[src/rtl/mips_multicycle_control.sv]
// rtl/mips_multicycle_control.sv - multicycle MIPS control FSM driving ALU op codes and datapath selects
module mips_multicycle_control #(
    parameter logic [2:0] ALU_OP_DEFAULT = 3'b011
) (
    input  logic       clk,
    input  logic       reset,
    input  logic [5:0] opcode,
    input  logic [5:0] funct,
    input  logic       zero,
    output logic [2:0] alu_operation,
    output logic       alusrca,
    output logic [1:0] alusrcb,
    output logic [1:0] pcsrc,
    output logic       pc_en,
    output logic       iord,
    output logic       mem_write,
    output logic       ir_write,
    output logic       reg_dst,
    output logic       mem_to_reg,
    output logic       reg_write,
    output logic       illegal,
    output logic [3:0] state_out
);

    typedef enum logic [3:0] {
        S_FETCH   = 4'd0,
        S_DECODE  = 4'd1,
        S_MEMADR  = 4'd2,
        S_MEMRD   = 4'd3,
        S_MEMWB   = 4'd4,
        S_MEMWR   = 4'd5,
        S_EXECUTE = 4'd6,
        S_ALUWB   = 4'd7,
        S_BRANCH  = 4'd8,
        S_ADDIEX  = 4'd9,
        S_ADDIWB  = 4'd10,
        S_JUMP    = 4'd11
    } state_t;

    localparam logic [5:0] OP_RTYPE = 6'b000000;
    localparam logic [5:0] OP_LW    = 6'b100011;
    localparam logic [5:0] OP_SW    = 6'b101011;
    localparam logic [5:0] OP_BEQ   = 6'b000100;
    localparam logic [5:0] OP_ADDI  = 6'b001000;
    localparam logic [5:0] OP_J     = 6'b000010;

    state_t     state_q;
    state_t     state_d;
    logic [2:0] funct_op;
    logic       funct_ok;

    always_ff @(posedge clk) begin
        if (reset) begin
            state_q <= S_FETCH;
        end else begin
            state_q <= state_d;
        end
    end

    always_comb begin
        funct_ok = 1'b1;
        funct_op = ALU_OP_DEFAULT;
        case (funct)
            6'b100000: funct_op = 3'b010;
            6'b100010: funct_op = 3'b110;
            6'b100100: funct_op = 3'b000;
            6'b100101: funct_op = 3'b001;
            6'b101010: funct_op = 3'b111;
            default:   funct_ok = 1'b0;
        endcase
    end

    always_comb begin
        state_d       = S_FETCH;
        alu_operation = 3'b000;
        alusrca       = 1'b0;
        alusrcb       = 2'b00;
        pcsrc         = 2'b00;
        pc_en         = 1'b0;
        iord          = 1'b0;
        mem_write     = 1'b0;
        ir_write      = 1'b0;
        reg_dst       = 1'b0;
        mem_to_reg    = 1'b0;
        reg_write     = 1'b0;
        illegal       = 1'b0;
        case (state_q)
            S_FETCH: begin
                alusrcb       = 2'b01;
                alu_operation = 3'b010;
                ir_write      = 1'b1;
                pc_en         = 1'b1;
                state_d       = S_DECODE;
            end
            S_DECODE: begin
                alusrcb       = 2'b11;
                alu_operation = 3'b010;
                case (opcode)
                    OP_LW, OP_SW: state_d = S_MEMADR;
                    OP_RTYPE:     state_d = S_EXECUTE;
                    OP_BEQ:       state_d = S_BRANCH;
                    OP_ADDI:      state_d = S_ADDIEX;
                    OP_J:         state_d = S_JUMP;
                    default:      illegal = 1'b1;
                endcase
            end
            S_MEMADR: begin
                alusrca       = 1'b1;
                alusrcb       = 2'b10;
                alu_operation = 3'b010;
                state_d       = (opcode == OP_LW) ? S_MEMRD : S_MEMWR;
            end
            S_MEMRD: begin
                iord    = 1'b1;
                state_d = S_MEMWB;
            end
            S_MEMWB: begin
                mem_to_reg = 1'b1;
                reg_write  = 1'b1;
            end
            S_MEMWR: begin
                iord      = 1'b1;
                mem_write = 1'b1;
            end
            S_EXECUTE: begin
                alusrca       = 1'b1;
                alu_operation = funct_op;
                state_d       = S_ALUWB;
            end
            S_ALUWB: begin
                reg_dst   = 1'b1;
                reg_write = funct_ok;
                illegal   = !funct_ok;
            end
            S_BRANCH: begin
                alusrca       = 1'b1;
                alu_operation = 3'b110;
                pcsrc         = 2'b01;
                pc_en         = zero;
            end
            S_ADDIEX: begin
                alusrca       = 1'b1;
                alusrcb       = 2'b10;
                alu_operation = 3'b010;
                state_d       = S_ADDIWB;
            end
            S_ADDIWB: begin
                reg_write = 1'b1;
            end
            S_JUMP: begin
                pcsrc = 2'b10;
                pc_en = 1'b1;
            end
            default: state_d = S_FETCH;
        endcase
        // Reset gates every strobe so an abandoned instruction cannot write anything.
        if (reset) begin
            alu_operation = 3'b000;
            alusrca       = 1'b0;
            alusrcb       = 2'b00;
            pcsrc         = 2'b00;
            pc_en         = 1'b0;
            iord          = 1'b0;
            mem_write     = 1'b0;
            ir_write      = 1'b0;
            reg_dst       = 1'b0;
            mem_to_reg    = 1'b0;
            reg_write     = 1'b0;
            illegal       = 1'b0;
        end
    end

    assign state_out = state_q;

endmodule
[config.mk]
export PLATFORM = sky130hd
export DESIGN_NAME = mips_multicycle_control
export DESIGN_NICKNAME = d
export VERILOG_FILES = /design/src/rtl/mips_multicycle_control.sv
export SDC_FILE = /design/constraint.sdc
export NUM_CORES = 1
export LEC_CHECK = 0
export ABC_AREA = 1
export CAP_MARGIN = 10
export CORE_ASPECT_RATIO = 0.75
export CORE_MARGIN = 3
export CORE_UTILIZATION = 34
export CTS_BUF_LIST = sky130_fd_sc_hd__clkbuf_16
export CTS_CLUSTER_DIAMETER = 150
export DETAILED_ROUTE_END_ITERATION = 8
export GPL_TIMING_DRIVEN = 0
export PLACE_DENSITY = 0.87
export SKIP_CTS_REPAIR_TIMING = 1
export SLEW_MARGIN = 20
export SYNTH_ARGS = -nofsm -noshare
export SYNTH_HDL_FRONTEND = slang
export SYNTH_SLANG_ARGS = --single-unit
[constraint.sdc]
create_clock -name clk -period 1.2 [get_ports clk]
set_clock_uncertainty 0.05 [all_clocks]
set_input_delay 0.24 -clock clk [delete_from_list [all_inputs] [get_ports clk]]
set_output_delay 0.24 -clock clk [all_outputs]
set_load 0.02 [all_outputs]
; ---- Word-level counts from Yosys, hierarchy flattened
; Cells that the tools add are included.
[totals]
regBits = 4
latchBits = 0
ramBits = 0
mem_bits_ro = 0
inputBits = 15
out_inout_bits = 20
word_cells = 64
memories = 0
[classes]
add_sub_neg = 0
mul = 0
div_mod_pow = 0
magnitude_cmp = 0
n_eq_ne = 21
shifts = 0
n_mux = 30
n_bitwise = 0
reduce_logical = 12
[op_table]
columns = op, count
row1 = $eq A6 B6 Y1 const B, 7
row2 = $pmux W4 S6, 1
row3 = $pmux W4 S5, 1
row4 = $mux W1, 17
row5 = $eq A4 B3 Y1 const B, 4
row6 = $eq A4 B4 Y1 const B, 4
row7 = $pmux W3 S5, 1
row8 = $reduce_or A2 Y1, 5
row9 = $pmux W3 S3, 1
row10 = $eq A4 B2 Y1 const B, 2
row11 = $reduce_or A4 Y1, 2
row12 = $eq A6 B2 Y1 const B, 1
row13 = $eq A6 B3 Y1 const B, 1
row14 = $eq A6 B4 Y1 const B, 1
row15 = $logic_not A6 Y1, 1
row16 = $mux W3, 2
row17 = $pmux W1 S2, 3
row18 = $pmux W2 S3, 1
row19 = $reduce_or A6 Y1, 1
row20 = $reduce_or A5 Y1, 1
row21 = $eq A4 B1 Y1 const B, 1
row22 = $logic_not A4 Y1, 1
row23 = $mux W2, 2
row24 = $pmux W2 S2, 1
row25 = $logic_not A1 Y1, 1

; ---- Longest topological paths before layout
[logic_depth]
ltp_word = 6
ltp_mapped = 9
depth_no_buf = 9

; ---- Least setup slack after synthesis
; Ideal clock, no wire load.
[synth_path]
path_kind = flip-flop to output port
from = register state_q[1], in the netlist state_out[1]
to = output port alu_operation[2]
t_arrival_ps = 1375
t_required_ps = 910
path_slack_ps = -465
path_stages_with_launch = 5
cell_sequence = dfxtp_1 -> inv_2 -> nor3_4 -> nand4_1 -> a21oi_1
[synth_via]
elab_chain_cells = 4
elab_cells_between_ends = 9
[synth_rtl]
columns = element, line_no
row1 = start: declaration, 47  ; state_t state_q;
row2 = start signal: assignment, 56  ; state_q <= state_d;
row3 = "$eq A4 B1 Y1, or another cell as far along", 87  ; case (state_q)
row4 = $reduce_or A4 Y1 (no source line), --
row5 = $pmux W3 S3 (*), 87
row6 = $mux W3 (*), 157  ; if (reset) begin
row7 = end: declaration, 10  ; output logic [2:0] alu_operation,
; Mark *: on every way between the ends. The rest lies on a longest branch, timed or not.

; ---- Final worst setup path
[layout_path]
from = input port funct[3]
to = output port alu_operation[0]
[layout_via]
elab_chain_cells = 4
elab_cells_between_ends = 8
[layout_rtl]
columns = element, line_no
row1 = start: declaration, 8  ; input logic [5:0] funct,
row2 = $eq A6 B6 Y1, 63  ; case (funct)
row3 = $pmux W3 S5 (*), 63
row4 = $pmux W3 S3 (*), 87
row5 = $mux W3 (*), 157
; Marked as above.

==> qor_table.md <==
| Step | Parameter | This run |
|:---|:---|:---|
| timing | Highest attainable clock frequency | 546.3 MHz |
| grt | Maximum number of pins on one net before global-route repair | 11 |
| setup path | Data arrival at the endpoint of the critical path | 1.54 ns |
| placement | Global placement routability congestion | 0.8604 |
| final layout | NumNets Final | 195 |
| setup path | Slowest stage delay, CP | 0.20 ns |
| power and ir drop | Cell Int Power | 0.6831 mW |
| cts | # H-tree levels | 1 |
| setup path | Worst-path fanout max | 3 |
| floorplanning | Floorplan die width | 55.14 µm |
| floorplanning | Die ar. | 2363 µm² |
| floorplanning | Floorplan Core Area | 1592 µm² |
| drt | Detailed-routing iteration count for the pre-antenna-repair pass | 5 |
| power and ir drop | Combinational share of power | 0.308 |
| setup path | Cell with the largest stage delay on the worst path | sky130_fd_sc_hd__nor2_1 |
| run | Maximum capacitance violations | 0 |
| logic synthesis | Yosys reg bits | 4 |
| grt | Initial antenna violation count | 0 |
| drt | DR vias/cell | 6.175 |
| power and ir drop | Portion of total power attributed to the clock network | 0.548 |
| cts | CTS buffer count | 3 |
| floorplanning | DIE HEIGHT | 42.85 µm |
| setup path | Critical path class | input port to output pin |
| drt | Remaining antenna violation count | 0 |
| drt | Initial DRC Count | 96 |
| cts | Max Root-Sink Buffers | 2 |
| outcome | Violations in the final reports | negative setup slack |
| timing | Hold Fails Final Rpt | 0 |
| floorplanning | Number of placed I/O pins | 35 |
| power and ir drop | Leakage power | 0.8009 nW |
| cts | Clock slew at the register clock pins of the worst setup and hold paths | 0.03 ns |
| worst hold path | Tightest Hold Check Type | input port to flop |
| power and ir drop | Worst supply voltage drop on vdd | 1361 µV |
| grt | Via count of the first global-routing pass | 834 |
| setup path | Startpoint type of the worst setup path | input port |
| power and ir drop | Share of power burned in registers | 0.144 |
| final layout | Fraction of layout cells with a size suffix above 1 | 0.5642 |
| timing | Final setup violation count | 21 |
| timing | Slack of the critical path | -0.6306 ns |
| final layout | Most common cell after layout, fill and taps aside | sky130_fd_sc_hd__buf_4 |
| logic synthesis | Nets in the synthesized netlist | 139 |
| timing | Max transition margin | 0.7720 |
| cts | Clock net sink count | 4 |
| logic synthesis | Mean post-synth cell area | 4.964 µm² |
| placement | Total of buffers placed on input and output ports | 33 |
| timing | Hold WS | 0.5545 ns |
| logic synthesis | Post-synthesis instance area | 615.6 µm² |
| final layout | Commonest cells after routing, fill and taps aside | 20 x sky130_fd_sc_hd__buf_4, 16 x sky130_fd_sc_hd__nor2_1, 15 x sky130_fd_sc_hd__dlymetal6s2s_1 |
| cts | Clock latency at the later pin of the worst-skew pair | 0.23 ns |
| power and ir drop | Total power per unit cell area | 669.2 nW/µm² |
| timing | Count of final max-slew check failures | 0 |
| setup path | Cell-by-cell trace of the critical path | dlymetal6s2s_1 -> inv_1 -> nor2_1 -> nand3_2 -> nand2_2 -> nor2_1 -> nand2_1 -> nand2_1 -> nand2_4 -> nor2_4 -> buf_6 |
| cts | TritonCTS clock tree | yes |
| placement | Worst slack at placement | -1.263 ns |
| logic synthesis | Warnings, synthesis | 0 |
| logic synthesis | Synthesized instance count | 124 |
| drt | Drc violations | 0 |
| final layout | Utilization after layout | 0.9426 |
| placement | Half-perimeter wire length after detailed placement | 1844 µm |
| timing | Post-route fraction of the period consumed by the critical path | 1.526 |
| timing | Unrepaired setup endpoints after global routing | true |
| floorplanning | Standard-cell row count | 12 |
| final layout | Max reg flops | 4 |
| cts | Root cell of the clock tree | sky130_fd_sc_hd__clkbuf_16 |
| drt | Per-cell routed wire length | 21.55 µm |
| drt | Total length of routed wires | 4310 µm |
| setup path | Endpoint class of the critical path | output pin |
| logic synthesis | Fraction of the yosys area taken by sequential cells | 0.1301 |
| grt | Global-route wire length before repair | 3643 µm |
| final layout | Number of antenna cells inserted | 0 |
| timing | Post-layout minimum cycle time | 1.831 ns |
| setup path | WP data required | 0.91 ns |
| logic synthesis | Number of distinct standard cells referenced by the synthesized netlist | 19 |
| grt | Total grt overflow | 0 |
| drt | Total vias in the final route | 1,235 |
| final layout | Synthesis-to-finish area growth | 143.7% |
| grt | GR Util All Layers | 0.2074 |
| power and ir drop | Switching power total | 0.3209 mW |
| power and ir drop | Switching part of the total | 0.3196 |
| outcome | Status | finished, violations left |
| timing | Actual transition at the worst max-transition pin | 0.3420 ns |
| floorplanning | Starting density of the core | 0.3868 |
[cells in the mapped netlist (all sizes together)]
cell | number | area (µm²)
a31oi | 3 | 18.77
nor3 | 5 | 36.29
nor2 | 33 | 136.4
a21oi | 7 | 35.03
nand3 | 11 | 55.05
buf | 1 | 5.000
nand2 | 24 | 92.59
o21ai | 3 | 15.01
dfxtp | 4 | 80.08
inv | 25 | 93.84
o22ai | 1 | 6.260
nand4 | 6 | 37.54
clkbuf | 1 | 3.750
[routing by layer]
layer | vias up | track usage | routed length [µm]
li1 | 506 | - | -
met1 | 539 | 0.3056 | 1552
met2 | 136 | 0.3137 | 1875
met3 | 54 | 0.01754 | 536
met4 | 0 | 0.05825 | 346
met5 | - | 0 | 0
[final timing paths]
check | start | endpoint | slack [ns] | cells past startpoint
max | funct[3] | alu_operation[0] | -0.63 | 11
min | reset | state_out[2] | 0.55 | 4
max reg2reg | state_out[2] | state_out[1] | -0.25 | 8
min reg2reg | state_out[0] | state_out[0] | 0.70 | 3
[per-stage QoR]
stage                     total power [mW]  cells  TNS, ns  instance area, µm²
after floorplan                     0.2693    124   -2.088               721.9
final                                1.004    200   -7.963                1500
after global placement              0.3679    178   -13.36                1079
after global routing                 1.022    200   -8.683                1500
after detailed placement            0.3764    178   -14.08                1079
after CTS                           0.9083    182   -17.09                1157
[power groups by stage]
stage	Sequential, mW	Clock (mW)	Combinational, mW
global route	0.146	0.556	0.320
detailed placement	0.143	0	0.233
CTS	0.142	0.533	0.234
floorplan	0.147	0	0.123
global placement	0.143	0	0.225
finish	0.145	0.550	0.309
[cell families after synthesis]
group                  after synthesis  share of synthesized area
AO/OA/AOI/OAI                       14                     0.1219
buffers and inverters               27                     0.1667
flip-flops                           4                     0.1301
AND/OR/NAND/NOR                     79                     0.5813
[layout make-up]
type / instances / area (µm²)
flip-flops and latches: 4 / 95.09
clock buffers: 3 / 75.07
multi-input cells: 93 / 671.9
plain buffers: 2 / 12.51
well taps: 21 / 26.28
clock inverters: 1 / 3.754
fillers: 49 / 91.34
inverters: 25 / 111.4
repair buffers: 51 / 504.2
[worst max-delay path: cells and delay by family]
family                 cells  cell delay [ns]
AND/OR/NAND/NOR            8             0.90
buffers and inverters      3             0.40
(Power assumes the default switching activity.)
